<file path="src/rtl/jtframe_sort_ctrl_pkg.sv">
// Shared constants, state encoding and modulo-24 increment for the sort-order selector.
package jtframe_sort_ctrl_pkg;

  localparam int NPERM = 24;
  localparam int SELW  = 5;
  localparam int CNTW  = 8;

  typedef enum logic [1:0] {
    IDLE = 2'd0,
    RUN  = 2'd1,
    LOCK = 2'd2
  } state_t;

  function automatic logic [SELW-1:0] sel_inc(input logic [SELW-1:0] s);
    return (s == SELW'(NPERM - 1)) ? '0 : s + 1'b1;
  endfunction

endpackage

</file>
<file path="src/rtl/jtframe_sort_edge.sv">
// Vertical-blank rising-edge detector. The history bit resets high so that vb
// already high at reset release does not count as an edge.
module jtframe_sort_edge
  import jtframe_sort_ctrl_pkg::*;
(
  input  logic rst,
  input  logic clk,
  input  logic vb,
  output logic rise
);

  logic vb_l;

  always_ff @(posedge clk or posedge rst) begin
    if (rst) vb_l <= 1'b1;
    else     vb_l <= vb;
  end

  assign rise = vb & ~vb_l;

endmodule

</file>
<file path="src/rtl/jtframe_sort_ctrl.sv">
// Selects one of 24 sort permutations, advancing on vblank either every PERIOD frames
// or on a single-step request; can be frozen with lock/unlock.
module jtframe_sort_ctrl
  import jtframe_sort_ctrl_pkg::*;
#(
  parameter int PERIOD = 60
) (
  input  logic            rst,
  input  logic            clk,
  input  logic            vb,
  input  logic            run,
  input  logic            step,
  input  logic            lock,
  input  logic            unlock,
  output logic [SELW-1:0] sel,
  output logic            locked,
  output logic            wrap
);

  localparam logic [CNTW-1:0] LAST = CNTW'(PERIOD - 1);

  state_t          state, state_nxt;
  logic [CNTW-1:0] cnt, cnt_nxt;
  logic            pend, pend_nxt;
  logic            adv;
  logic            vb_rise;

  jtframe_sort_edge u_edge (
    .rst  (rst),
    .clk  (clk),
    .vb   (vb),
    .rise (vb_rise)
  );

  always_ff @(posedge clk or posedge rst) begin
    if (rst) state <= IDLE;
    else     state <= state_nxt;
  end

  always_comb begin
    state_nxt = state;
    cnt_nxt   = cnt;
    pend_nxt  = pend;
    adv       = 1'b0;
    case (state)
      LOCK: begin
        cnt_nxt  = '0;
        pend_nxt = 1'b0;
        if (unlock && !lock) state_nxt = run ? RUN : IDLE;
      end
      default: begin
        if (lock) begin
          // A lock freezes the selection even if it lands on a vblank edge.
          state_nxt = LOCK;
          cnt_nxt   = '0;
          pend_nxt  = 1'b0;
        end else begin
          state_nxt = run ? RUN : IDLE;
          adv       = vb_rise && (pend || step || (state == RUN && cnt == LAST));
          pend_nxt  = vb_rise ? 1'b0 : (pend || step);
          if (adv)                          cnt_nxt = '0;
          else if (vb_rise && state == RUN) cnt_nxt = cnt + 1'b1;
          if (!run)                         cnt_nxt = '0;
        end
      end
    endcase
  end

  always_ff @(posedge clk or posedge rst) begin
    if (rst) begin
      sel    <= '0;
      wrap   <= 1'b0;
      locked <= 1'b0;
      cnt    <= '0;
      pend   <= 1'b0;
    end else begin
      cnt    <= cnt_nxt;
      pend   <= pend_nxt;
      locked <= (state_nxt == LOCK);
      wrap   <= adv && (sel == SELW'(NPERM - 1));
      if (adv) sel <= sel_inc(sel);
    end
  end

endmodule

</file>
<file path="config.mk">
export PLATFORM = sky130hd
export DESIGN_NAME = jtframe_sort_ctrl
export DESIGN_NICKNAME = d
export VERILOG_FILES = /design/src/rtl/jtframe_sort_ctrl_pkg.sv /design/src/rtl/jtframe_sort_edge.sv /design/src/rtl/jtframe_sort_ctrl.sv
export SDC_FILE = /design/constraint.sdc
export NUM_CORES = 1
export LEC_CHECK = 0
export BUFFER_PORTS_ARGS = -buffer_cell sky130_fd_sc_hd__buf_2
export CORE_ASPECT_RATIO = 1.1
export CORE_MARGIN = 3
export CORE_UTILIZATION = 40
export CTS_CLUSTER_SIZE = 40
export DETAILED_ROUTE_END_ITERATION = 10
export GPL_ROUTABILITY_DRIVEN = 0
export GPL_TIMING_DRIVEN = 1
export SLEW_MARGIN = 15
export SYNTH_ARGS = -nofsm -noshare
export SYNTH_HDL_FRONTEND = slang
export SYNTH_SLANG_ARGS = --single-unit
</file>
<file path="constraint.sdc">
create_clock -name clk -period 3.2 [get_ports clk]
set_input_delay 0.32 -clock clk [delete_from_list [all_inputs] [get_ports clk]]
set_output_delay 0.32 -clock clk [all_outputs]
set_load 0.01 [all_outputs]
</file>
==> results.toml <==
[run]
cap_violations = 0

[yosys]
synthCells = 83
synthDistinctLibCells = 33
async_flop_share_pct = 100
post-synth-top-area-cell = "dfrtp_1"
synth_commonest_cells = "dfrtp_1 (18), nor2_1 (10), xor2_1 (6)"
synthTopCellsByArea = "dfrtp_1 (49%), xor2_1 (5.7%), nor2_1 (4.1%)"
synth_edf_count = 0
ys_dominant_reg_cell = "dfrtp_1"
synth_top_area_share_pct = 48.8
synth_fp_nets = 92
yosysWarnings = 0
syn_avg_cell_area_um2 = 11.1
ys_ff_latch = 19
syn_area_um2 = 922
seq_area_frac_synth_pct = 51.7
yosys.cell_count.top_type = "dfrtp_1"

[timing]
finalSetupTns_ps = 0
maxSlewViolCount = 0
setup_viol = 0
relSlewSlack_pct = 52.5
fmaxAchievable_ghz = 0.564
grt_setup_unrepaired = "no"
finalHoldViolations = 0
tightest_slew_ps = 711
period_share_pct = 55.4
period_minus_slack_ps = 1770
final.setup_skew_ps = 4.86

[routing]
ant_nets = 0
initialDrtViolationCount = 11
drc = 0
wirelength_um = 1570
viasPerCell = 4.95
wl_per_cell_um = 12.5
num_vias = 619
drt_pass1_iterations = 3

[min_path]
min_path_type = "in -> async"

[global_route]
antenna_found_initial = 0
grt_pass1_vias = 638
grt_overflow = 0
grt_max_degree = 20
grt_pass1_wl_um = 2810
grt_util_all_layers_pct = 12.6

[placement]
placement.io_buffers = 13
dp_hpwl_um = 1160
dpl_cell_area_um2 = 1010
dp.cells = 121

[cells_and_area]
layout-drive-gt1-share_pct = 22.7
multi_input_comb_area_um2 = 410
layout.area.seq_um2 = 477
fin_util_pct = 49.0
design_area_um2 = 1030
synthToLayoutAreaGrowth_pct = 11.9
fill_cells = 194
nNetsFinal = 107
antenna_cells = 0
stdcell_count = 125

[clocking]
cts_setup_buffers = 0
cts_tree = "built"
clkTransAtPathRegs_ps = 110
hold_buffers = 0
cts_buffers = 3
cts_root_buffer = "clkbuf_4"
cts-resized-gates = 0
cts_sinks = 19
htreeDepth = 1
clk_path_buf_depth = 2
clkLatencyLatePin_ps = 290

[worst_setup_path]
cp.required_ps = 3380
cp-end-kind = "flop"
worstSetupStartpointType = "flop"
worstSetupPathType = "reg -> reg"
reg2reg_to = "sel[3]$_DFFE_PP0P_"
reg2reg_slack_ps = 1430
worst-r2r-cell-count = 4
crit_arrival_ps = 1950
crit_start = "u_edge.vb_l$_DFF_PP1_"
r2r-start = "u_edge.vb_l$_DFF_PP1_"
critPathMaxFanout = 9

[die]
coreArea_um2 = 2110
ios = 14
die_h_um = 56.4
fp-row-count = 17
start_util_pct = 43.8
die_w_um = 51.8
die_area_um2 = 2920

[power]
p_per_area_nw_per_um2 = 539
ir_drop_mv = 0.391
leakage_nw = 0.490

[status]
status = "complete, no violations"
per-stage QoR:
step           hold slack (ps)  power (mW)  setup WS [ps]
6_report                   120       0.556           1430
5_1_grt                    121       0.595           1320
4_1_cts                    136       0.562           1410
3_5_place_dp               454       0.442           1430
3_3_place_gp               453       0.438           1450
2_1_floorplan              270       0.392           1540
critical path, stage by stage, from the launching register on:
cell	delay [ps]
dfstp_2	550
and4bb_1	290
and3_4	250
o211ai_1	220
mux2_1	350
cell usage in the layout, fill, tap and decap left out, types with 2 or more instances in the layout:
cell type,synthesis,final
nand2_1,3,3
xor2_1,6,6
mux2i_1,3,3
a21oi_1,2,2
nand3_1,2,2
dfrtp_1,18,18
ha_1,2,2
xnor2_1,2,2
nand4_1,3,3
o211ai_1,2,2
nor2b_1,3,3
buf_2,1,13
inv_1,5,5
and2_1,2,2
nor2_1,10,10
clkbuf_4,0,3
and4_1,2,2
worst max path at each step:
| stage | to | slack, ps |
|---|---|---|
| floorplan | sel[3]$_DFFE_PP0P_ | 1540 |
| global placement | sel[3]$_DFFE_PP0P_ | 1450 |
| detailed placement | sel[3]$_DFFE_PP0P_ | 1430 |
| CTS | sel[3]$_DFFE_PP0P_ | 1410 |
| global route | cnt[6]$_DFFE_PP0P_ | 1320 |
| finish | sel[3]$_DFFE_PP0P_ | 1430 |
sequential cells by signal, summed over array words and instances, names as in the netlist:
register     cells
u_edge.vb_l      1
state            2
cnt              8
pend             1
locked           1
wrap             1
sel              5
per-layer routing:
metal | track usage (%) | up-vias | routed length, µm
met1 | 17.3 | 290 | 773
met3 | 3.18 | 2 | 43
li1 | - | 318 | -
met4 | 4.49 | 0 | 17
met5 | 0 | - | 0
met2 | 19.1 | 9 | 733
where the power goes:
part           total, mW  internal (mW)  switching [mW]
combinational      0.131         0.0614          0.0700
sequential         0.304          0.271          0.0326
clock              0.121         0.0484          0.0726
kinds of logic (layout without fill, tap and decap cells):
kind of cell,after synthesis,in the layout,share of synthesized area (%)
muxes,5,5,6.11
buffers and inverters,8,22,3.80
and+or+nand+nor,33,33,21.2
xor gates and xnor gates,8,8,7.60
adders and majority gates,2,2,2.71
DFF,19,19,51.7
AOI/OAI and AO/OA,8,8,6.92
final cells by class:
cell class	count	share of cell area [%]
flip-flops and latches	19	46.2
repair buffers	13	6.30
multi-input cells	56	39.8
inverters	5	1.82
clock buffers	4	2.55
well taps	28	3.39
No activity file was read; power rests on OpenSTA's default activity.
